## src/rtl/mem_arbiter_if.sv

```systemverilog
// mem_arbiter_if: fetch, data, shared-memory and owner signals of the memory arbiter
interface mem_arbiter_if #(
    parameter int DATA_WIDTH = 32,
    parameter int ADDR_WIDTH = 32
);
    logic                  if_req_i;
    logic [ADDR_WIDTH-1:0] if_addr_i;
    logic [DATA_WIDTH-1:0] if_rdata_o;
    logic                  if_ready_o;
    logic                  dm_req_i;
    logic                  dm_we_i;
    logic                  dm_byte_i;
    logic [ADDR_WIDTH-1:0] dm_addr_i;
    logic [DATA_WIDTH-1:0] dm_wdata_i;
    logic [DATA_WIDTH-1:0] dm_rdata_o;
    logic                  dm_ready_o;
    logic                  mem_req_o;
    logic                  mem_we_o;
    logic                  mem_byte_o;
    logic [ADDR_WIDTH-1:0] mem_addr_o;
    logic [DATA_WIDTH-1:0] mem_wdata_o;
    logic [DATA_WIDTH-1:0] mem_rdata_i;
    logic                  mem_ack_i;
    logic [1:0]            owner_o;

    modport slave (
        input  if_req_i, if_addr_i, dm_req_i, dm_we_i, dm_byte_i, dm_addr_i, dm_wdata_i,
               mem_rdata_i, mem_ack_i,
        output if_rdata_o, if_ready_o, dm_rdata_o, dm_ready_o, mem_req_o, mem_we_o,
               mem_byte_o, mem_addr_o, mem_wdata_o, owner_o
    );

    modport master (
        output if_req_i, if_addr_i, dm_req_i, dm_we_i, dm_byte_i, dm_addr_i, dm_wdata_i,
               mem_rdata_i, mem_ack_i,
        input  if_rdata_o, if_ready_o, dm_rdata_o, dm_ready_o, mem_req_o, mem_we_o,
               mem_byte_o, mem_addr_o, mem_wdata_o, owner_o
    );
endinterface

```

## src/rtl/mem_arbiter.sv

```systemverilog
// mem_arbiter: shares one memory port between fetch and data, data first with a fetch starvation guard
module mem_arbiter #(
    parameter int DATA_WIDTH   = 32,
    parameter int ADDR_WIDTH   = 32,
    parameter int STARVE_LIMIT = 4
) (
    input logic          clk,
    input logic          rst_i,
    mem_arbiter_if.slave bus
);
    typedef enum logic [1:0] {IDLE = 2'b00, GNT_IF = 2'b01, GNT_DM = 2'b10} state_t;

    localparam logic [3:0] LIMIT = 4'(STARVE_LIMIT);

    state_t                state_q, state_d;
    logic [3:0]            starve_q, starve_d;
    logic                  mem_req_q, mem_req_d;
    logic                  mem_we_q, mem_we_d;
    logic                  mem_byte_q, mem_byte_d;
    logic [ADDR_WIDTH-1:0] mem_addr_q, mem_addr_d;
    logic [DATA_WIDTH-1:0] mem_wdata_q, mem_wdata_d;
    logic [DATA_WIDTH-1:0] if_rdata_q, if_rdata_d;
    logic [DATA_WIDTH-1:0] dm_rdata_q, dm_rdata_d;
    logic                  if_ready_q, if_ready_d;
    logic                  dm_ready_q, dm_ready_d;
    logic                  if_elig, dm_elig, pick_dm;

    // a requester in its ready cycle is masked so its finished request is not granted twice
    always_comb begin
        if_elig = bus.if_req_i && !if_ready_q;
        dm_elig = bus.dm_req_i && !dm_ready_q;
        pick_dm = dm_elig && !(if_elig && starve_q == LIMIT);
    end

    // grant decision, command latch at grant, completion capture and starvation bookkeeping
    always_comb begin
        state_d     = state_q;
        starve_d    = starve_q;
        mem_req_d   = mem_req_q;
        mem_we_d    = mem_we_q;
        mem_byte_d  = mem_byte_q;
        mem_addr_d  = mem_addr_q;
        mem_wdata_d = mem_wdata_q;
        if_rdata_d  = if_rdata_q;
        dm_rdata_d  = dm_rdata_q;
        if_ready_d  = 1'b0;
        dm_ready_d  = 1'b0;
        case (state_q)
            IDLE: begin
                if (pick_dm) begin
                    state_d     = GNT_DM;
                    mem_req_d   = 1'b1;
                    mem_we_d    = bus.dm_we_i;
                    mem_byte_d  = bus.dm_byte_i;
                    mem_addr_d  = bus.dm_addr_i;
                    mem_wdata_d = bus.dm_wdata_i;
                    starve_d    = !bus.if_req_i ? 4'd0 : (starve_q >= LIMIT ? LIMIT : starve_q + 4'd1);
                end else if (if_elig) begin
                    state_d     = GNT_IF;
                    mem_req_d   = 1'b1;
                    mem_we_d    = 1'b0;
                    mem_byte_d  = 1'b0;
                    mem_addr_d  = bus.if_addr_i;
                    mem_wdata_d = '0;
                    starve_d    = 4'd0;
                end
            end
            GNT_IF: begin
                if (bus.mem_ack_i) begin
                    state_d    = IDLE;
                    mem_req_d  = 1'b0;
                    if_ready_d = 1'b1;
                    if_rdata_d = bus.mem_rdata_i;
                end
            end
            GNT_DM: begin
                if (bus.mem_ack_i) begin
                    state_d    = IDLE;
                    mem_req_d  = 1'b0;
                    dm_ready_d = 1'b1;
                    dm_rdata_d = mem_we_q ? dm_rdata_q : bus.mem_rdata_i;
                end
            end
            default: state_d = IDLE;
        endcase
    end

    // all state and outputs are registered; reset abandons any in-flight transaction at once
    always_ff @(posedge clk or posedge rst_i) begin
        if (rst_i) begin
            state_q     <= IDLE;
            starve_q    <= 4'd0;
            mem_req_q   <= 1'b0;
            mem_we_q    <= 1'b0;
            mem_byte_q  <= 1'b0;
            mem_addr_q  <= '0;
            mem_wdata_q <= '0;
            if_rdata_q  <= '0;
            dm_rdata_q  <= '0;
            if_ready_q  <= 1'b0;
            dm_ready_q  <= 1'b0;
        end else begin
            state_q     <= state_d;
            starve_q    <= starve_d;
            mem_req_q   <= mem_req_d;
            mem_we_q    <= mem_we_d;
            mem_byte_q  <= mem_byte_d;
            mem_addr_q  <= mem_addr_d;
            mem_wdata_q <= mem_wdata_d;
            if_rdata_q  <= if_rdata_d;
            dm_rdata_q  <= dm_rdata_d;
            if_ready_q  <= if_ready_d;
            dm_ready_q  <= dm_ready_d;
        end
    end

    assign bus.owner_o     = state_q;
    assign bus.mem_req_o   = mem_req_q;
    assign bus.mem_we_o    = mem_we_q;
    assign bus.mem_byte_o  = mem_byte_q;
    assign bus.mem_addr_o  = mem_addr_q;
    assign bus.mem_wdata_o = mem_wdata_q;
    assign bus.if_rdata_o  = if_rdata_q;
    assign bus.if_ready_o  = if_ready_q;
    assign bus.dm_rdata_o  = dm_rdata_q;
    assign bus.dm_ready_o  = dm_ready_q;
endmodule

```

## src/flat_wrapper.sv

```systemverilog
// flat-port wrapper written by rule: the top's interface ports become plain ports
module mem_arbiter_flat 
#(
    parameter int DATA_WIDTH   = 32,
    parameter int ADDR_WIDTH   = 32,
    parameter int STARVE_LIMIT = 4
)
  (clk, rst_i, bus_if_req_i, bus_if_addr_i, bus_dm_req_i, bus_dm_we_i, bus_dm_byte_i, bus_dm_addr_i, bus_dm_wdata_i, bus_mem_rdata_i, bus_mem_ack_i, bus_if_rdata_o, bus_if_ready_o, bus_dm_rdata_o, bus_dm_ready_o, bus_mem_req_o, bus_mem_we_o, bus_mem_byte_o, bus_mem_addr_o, bus_mem_wdata_o, bus_owner_o);
  mem_arbiter_if #(.DATA_WIDTH(DATA_WIDTH), .ADDR_WIDTH(ADDR_WIDTH)) bus_i ();
  input logic clk;
  input logic rst_i;
  input wire logic [$bits(bus_i.if_req_i)-1:0] bus_if_req_i;
  input wire logic [$bits(bus_i.if_addr_i)-1:0] bus_if_addr_i;
  input wire logic [$bits(bus_i.dm_req_i)-1:0] bus_dm_req_i;
  input wire logic [$bits(bus_i.dm_we_i)-1:0] bus_dm_we_i;
  input wire logic [$bits(bus_i.dm_byte_i)-1:0] bus_dm_byte_i;
  input wire logic [$bits(bus_i.dm_addr_i)-1:0] bus_dm_addr_i;
  input wire logic [$bits(bus_i.dm_wdata_i)-1:0] bus_dm_wdata_i;
  input wire logic [$bits(bus_i.mem_rdata_i)-1:0] bus_mem_rdata_i;
  input wire logic [$bits(bus_i.mem_ack_i)-1:0] bus_mem_ack_i;
  output wire logic [$bits(bus_i.if_rdata_o)-1:0] bus_if_rdata_o;
  output wire logic [$bits(bus_i.if_ready_o)-1:0] bus_if_ready_o;
  output wire logic [$bits(bus_i.dm_rdata_o)-1:0] bus_dm_rdata_o;
  output wire logic [$bits(bus_i.dm_ready_o)-1:0] bus_dm_ready_o;
  output wire logic [$bits(bus_i.mem_req_o)-1:0] bus_mem_req_o;
  output wire logic [$bits(bus_i.mem_we_o)-1:0] bus_mem_we_o;
  output wire logic [$bits(bus_i.mem_byte_o)-1:0] bus_mem_byte_o;
  output wire logic [$bits(bus_i.mem_addr_o)-1:0] bus_mem_addr_o;
  output wire logic [$bits(bus_i.mem_wdata_o)-1:0] bus_mem_wdata_o;
  output wire logic [$bits(bus_i.owner_o)-1:0] bus_owner_o;
  assign bus_i.if_req_i = bus_if_req_i;
  assign bus_i.if_addr_i = bus_if_addr_i;
  assign bus_i.dm_req_i = bus_dm_req_i;
  assign bus_i.dm_we_i = bus_dm_we_i;
  assign bus_i.dm_byte_i = bus_dm_byte_i;
  assign bus_i.dm_addr_i = bus_dm_addr_i;
  assign bus_i.dm_wdata_i = bus_dm_wdata_i;
  assign bus_i.mem_rdata_i = bus_mem_rdata_i;
  assign bus_i.mem_ack_i = bus_mem_ack_i;
  assign bus_if_rdata_o = bus_i.if_rdata_o;
  assign bus_if_ready_o = bus_i.if_ready_o;
  assign bus_dm_rdata_o = bus_i.dm_rdata_o;
  assign bus_dm_ready_o = bus_i.dm_ready_o;
  assign bus_mem_req_o = bus_i.mem_req_o;
  assign bus_mem_we_o = bus_i.mem_we_o;
  assign bus_mem_byte_o = bus_i.mem_byte_o;
  assign bus_mem_addr_o = bus_i.mem_addr_o;
  assign bus_mem_wdata_o = bus_i.mem_wdata_o;
  assign bus_owner_o = bus_i.owner_o;
  mem_arbiter #(.DATA_WIDTH(DATA_WIDTH), .ADDR_WIDTH(ADDR_WIDTH), .STARVE_LIMIT(STARVE_LIMIT)) u_core (.clk(clk), .rst_i(rst_i), .bus(bus_i));
endmodule
```

## config.mk

```make
export PLATFORM = sky130hd
export DESIGN_NAME = mem_arbiter_flat
export DESIGN_NICKNAME = d
export VERILOG_FILES = /design/src/rtl/mem_arbiter_if.sv /design/src/rtl/mem_arbiter.sv /design/src/flat_wrapper.sv
export SDC_FILE = /design/constraint.sdc
export NUM_CORES = 1
export LEC_CHECK = 0
export BUFFER_PORTS_ARGS = -buffer_cell sky130_fd_sc_hd__clkbuf_2
export CAP_MARGIN = 20
export CORE_MARGIN = 2
export CORE_UTILIZATION = 48
export CTS_BUF_LIST = sky130_fd_sc_hd__clkbuf_8
export DETAILED_ROUTE_END_ITERATION = 16
export GPL_TIMING_DRIVEN = 0
export HOLD_SLACK_MARGIN = 0.03
export PLACE_DENSITY = 0.82
export SLEW_MARGIN = 25
export SYNTH_ARGS = -nofsm -noshare
export SYNTH_HDL_FRONTEND = slang
export SYNTH_SLANG_ARGS = --single-unit
```

## constraint.sdc

```tcl
create_clock -name clk -period 4.88 [get_ports clk]
set_clock_uncertainty 0.05 [all_clocks]
set_input_delay 0.732 -clock clk [delete_from_list [all_inputs] [get_ports clk]]
set_output_delay 0.732 -clock clk [all_outputs]
set_load 0.02 [all_outputs]
```

## Yosys cells after proc, flatten, opt, wreduce, memory -nomap -nowiden

Cells that the tools add are included.

| word-level totals | value |
|---|---|
| register bits | 139 |
| bits of input ports | 135 |
| output and inout bits | 135 |
| word-level logic and storage cells | 57 |

| operators by class | value |
|---|---|
| $add $sub $neg | 1 |
| magnitude comparators | 1 |
| equal/unequal tests | 5 |
| mux-type cells | 22 |
| bitwise operators | 1 |
| reduce and logical (&&, ||, !) cells | 16 |

Operators with widths:

| cell | number |
|---|---|
| 2-to-1 mux 32 bit | 4 |
| 2-to-1 mux 4 bit | 4 |
| 2-to-1 mux 1 bit | 9 |
| 2-to-1 mux 2 bit | 3 |
| AND reduction 2 bit | 3 |
| AND reduction 3 bit | 2 |
| adder 4 x 1 -> 4 bit (second input constant) | 1 |
| == test 4 x 3 -> 1 bit (second input constant) | 1 |
| >= comparator 4 x 3 -> 1 bit (second input constant) | 1 |
| logical AND 1 bit | 4 |
| case mux 2 bit (2 select lines) | 1 |
| nonzero test 2 bit | 2 |
| logical NOT 1 bit | 3 |
| != test 3 x 1 -> 1 bit (second input constant) | 1 |
| == test 2 x 1 -> 1 bit (second input constant) | 1 |
| == test 2 bit (second input constant) | 1 |
| logical NOT 2 bit | 1 |
| != test 2 x 1 -> 1 bit (second input constant) | 1 |
| case mux 1 bit (2 select lines) | 1 |
| OR reduction 2 bit | 1 |
| inverter 1 bit | 1 |

## Longest topological paths before layout

| logic depth | value |
|---|---|
| word-level depth | 7 |
| gate-level depth with buffers | 8 |
| depth with buffers taken out | 6 |

## Least setup slack after synthesis

No wires, ideal clock.

| timing path | value |
|---|---|
| kind | flip-flop to flip-flop |
| start | register u_core.state_q[0] (netlist: u_core.bus.owner_o[0]) |
| end | register u_core.dm_rdata_q[13] (netlist: u_core.bus.dm_rdata_o[13]) |
| setup time | 0.125 ns |
| data arrival time | 1.708 ns |
| data required time | 4.705 ns |
| slack | 2.997 ns |
| cell stages (with the launch flop) | 8 |
| buffers on the path | 2 |
| clock period less this slack | 1.883 ns |
| cell sequence | dfrtp_1 inv_1 ha_1 and2_1 nand2b_1 clkbuf_1 buf_2 mux2_2 |

| between the ends | value |
|---|---|
| longest elaborated chain between the ends | 2 |

RTL lines:

| element | RTL line | source |
|---|---|---|
| from (decl) | mem_arbiter.sv:15 | `state_t state_q, state_d;` |
| from (signal assigned) | mem_arbiter.sv:103 | `state_q <= state_d;` |
| == test 2 bit | mem_arbiter.sv:48 | `case (state_q)` |
| AND reduction 3 bit (no source line) | - |  |
| to (signal assigned) | mem_arbiter.sv:111 | `dm_rdata_q <= dm_rdata_d;` |
| to (decl) | mem_arbiter.sv:23 | `logic [DATA_WIDTH-1:0] dm_rdata_q, dm_rdata_d;` |

No other way between the ends.
A chain may end at the register's enable or synchronous reset.

## Worst setup path in the final report

| timing path | value |
|---|---|
| start | register u_core.state_q[0] (netlist: u_core.bus.owner_o[0]) |
| end | register u_core.dm_rdata_q[10] (netlist: u_core.bus.dm_rdata_o[10]) |

The elaborated chain is that of the path after synthesis.

==> metrics.txt <==
number of remaining DRC errors 0; hold_buf cts 0; worst ir drop on vdd 0.467 mV; H-tree levels 4; Fin. Hold Viols 0; antenna violations before repair 0; fillers 907; wire per inst 17.7 um; clk_lat worst skew 430 ps; Critical Path Source Type register; number of global-route vias before repair 4877; Post-Route Utilization 0.653; dpl ws 2690 ps; Synth Net Count 585; CORE AREA 0.0119 mm2; Yosys warning count 0; drt via density 5.42; Inserted Clock Buffers 17; TritonCTS clock tree yes; Post-DP Area 0.00734 mm2; Synth top area share 0.602; DR iter-0 viols 285; Synth Register Bits 139; final std cells w/o fill 893; design area 0.00775 mm2; full die area 0.0129 mm2; hold slack 306 ps; Rows 40; Die W 114 um; Final period util 0.424; clk sinks 139; Clock Tree Buf Depth 2; Synth area leader dfrtp_1; required time of the worst setup path 5150 ps; Root Driver clkbuf_8; ANT nets after route 0; Hold Crit Class primary input to asynchronous set/reset pin; Initial Util 0.487; syn_area_per_cell 13.0 um2; PortBufs 269; layout net count 874; Achievable Freq 483 MHz; RSZ-0062 raised after global routing no; setup repair bufs after CTS 0; DP Cell Count 861; Critical Path AT 2340 ps; wirelength, routed 15.8 mm; leakage 3.84 nW; CP endpoint kind register; sequential fraction of the synthesis area 0.602; CP Max Fanout 10; Clock transition at path regs 80 ps; first-pass GRT wire length 24.7 mm; Vias 4841; ANT cells 0; GRT Util Overall 0.246; final count of pins violating max slew 0; I/O pins 270; DP HPWL 11.8 mm; first drt pass iteration count 5; total gr overflow 0; Finish-stage setup viols 0; Tmin final 2070 ps; max_slew headroom 0.538; Yosys cell types 31; largest net degree at the start of global routing 75; final setup margin 2810 ps; post-synth design cell area 0.00578 mm2; P&R area growth vs syn 34.2%; status completed; slew at the pin closest to its max-slew limit 693 ps; ratio of cells with drive above 1 in the final layout 0.536; Synth area leaders dfrtp_1, mux2_2, a22o_1; Resized cells post-CTS 0; synthesized instance count 444; die height 114 um; Pwr Density 722 mW/mm2; critical path type register to register; GPL Wtd Cong 0.869; total of max-cap violations 0
[critical path: stages, from the launching register on]
cell,delay [ps]
dfrtp_1,420
inv_1,100
ha_1,210
and2_1,180
nand2b_1,70
clkbuf_1,220
buf_2,320
mux2_2,380
[cell usage after synthesis (all sizes together)]
library cell,number
and2,2
a22o,36
nand2,7
mux2,65
a31oi,1
and2b,1
a21oi,36
nand2b,4
nand3b,1
a21boi,1
nor2,32
inv,8
nor2b,1
clkbuf,14
dfrtp,139
o21a,1
o21ai,35
o32ai,32
buf,19
nor4b,1
o22ai,1
ha,6
and3b,1
[flip-flops by register name (all words and copies together), names as in the netlist, 2 cells and up]
signal                  flops
u_core.bus.dm_rdata_o      32
u_core.starve_q             4
u_core.bus.mem_addr_o      32
u_core.bus.if_rdata_o      32
u_core.bus.mem_wdata_o     32
u_core.bus.owner_o          2
[worst paths after layout]
| path | endpoint | startpoint | slack, ps | cells after the start |
|---|---|---|---|---|
| min in group clk | u_core.bus.mem_req_o$_DFFE_PP0P_ | u_core.bus.mem_req_o$_DFFE_PP0P_ | 460 | 1 |
| max in group asynchronous | u_core.bus.if_rdata_o[29]$_DFFE_PP0P_ | rst_i | 3770 | 3 |
| max reg2reg | u_core.bus.dm_rdata_o[10]$_DFFE_PP0P_ | u_core.bus.owner_o[0]$_DFFE_PP0P_ | 2810 | 7 |
| min reg2reg | u_core.bus.mem_req_o$_DFFE_PP0P_ | u_core.bus.mem_req_o$_DFFE_PP0P_ | 460 | 1 |
| max | u_core.bus.dm_rdata_o[10]$_DFFE_PP0P_ | u_core.bus.owner_o[0]$_DFFE_PP0P_ | 2810 | 7 |
| min | u_core.bus.mem_wdata_o[27]$_DFFE_PP0P_ | rst_i | 310 | 2 |
[final cells by class]
cell class / count / area [um2] / area share
Tap cell: 147 / 184 / 0.0237
Multi-Input combinational cell: 264 / 2090 / 0.270
Buffer: 33 / 174 / 0.0224
Clock buffer: 21 / 289 / 0.0373
Timing Repair Buffer: 270 / 1370 / 0.177
Clock inverter: 11 / 119 / 0.0153
Inverter: 8 / 37.5 / 0.00484
Sequential cell: 139 / 3480 / 0.449
[report_power, final]
group | total (mW) | internal [mW] | switching (mW) | leakage (nW)
clock | 0.936 | 0.504 | 0.432 | 0.193
sequential | 2.01 | 1.70 | 0.310 | 1.65
combinational | 2.65 | 1.02 | 1.63 | 2.00
total | 5.59 | 3.23 | 2.37 | 3.84
[layout by cell type (no fill, tap or decap), types with 4 or more instances in the layout]
cell | netlist | final
ha_1 | 6 | 6
nand2b_1 | 4 | 4
o32ai_1 | 22 | 22
clkinvlp_4 | 0 | 6
clkbuf_1 | 13 | 13
a21oi_1 | 34 | 34
buf_6 | 4 | 4
nor2_1 | 32 | 32
dfrtp_1 | 139 | 139
a22o_1 | 36 | 36
clkbuf_8 | 0 | 21
nand2_1 | 7 | 7
o32ai_2 | 10 | 10
inv_1 | 7 | 7
o21ai_0 | 32 | 32
clkbuf_2 | 1 | 270
buf_2 | 15 | 15
mux2_2 | 64 | 64
[routing by layer]
| metal | wire [um] | vias to the layer above | share of wire | GRT usage |
|---|---|---|---|---|
| met2 | 7940 | 256 | 0.50 | 0.410 |
| met5 | 0 | - | 0 | 0 |
| met3 | 1480 | 24 | 0.093 | 0.0829 |
| met4 | 248 | 0 | 0.016 | 0.0886 |
| li1 | - | 2215 | - | - |
| met1 | 6160 | 2346 | 0.39 | 0.301 |
[cells by family after synthesis]
family,share of synthesized area
multiplexers,0.127
adder cells (fa/ha/maj),0.0130
buffers and inverters,0.0353
flip-flops,0.602
AND/OR/NAND/NOR,0.0386
AO/OA/AOI/OAI,0.184
[through the flow]
step | total power [mW] | setup TNS, ps
5_1_grt | 5.94 | 0
3_3_place_gp | 4.56 | -109030
6_report | 5.59 | 0
3_5_place_dp | 4.68 | 0
2_1_floorplan | 3.72 | 0
4_1_cts | 5.64 | 0
No activity file was read; power rests on OpenSTA's default activity.
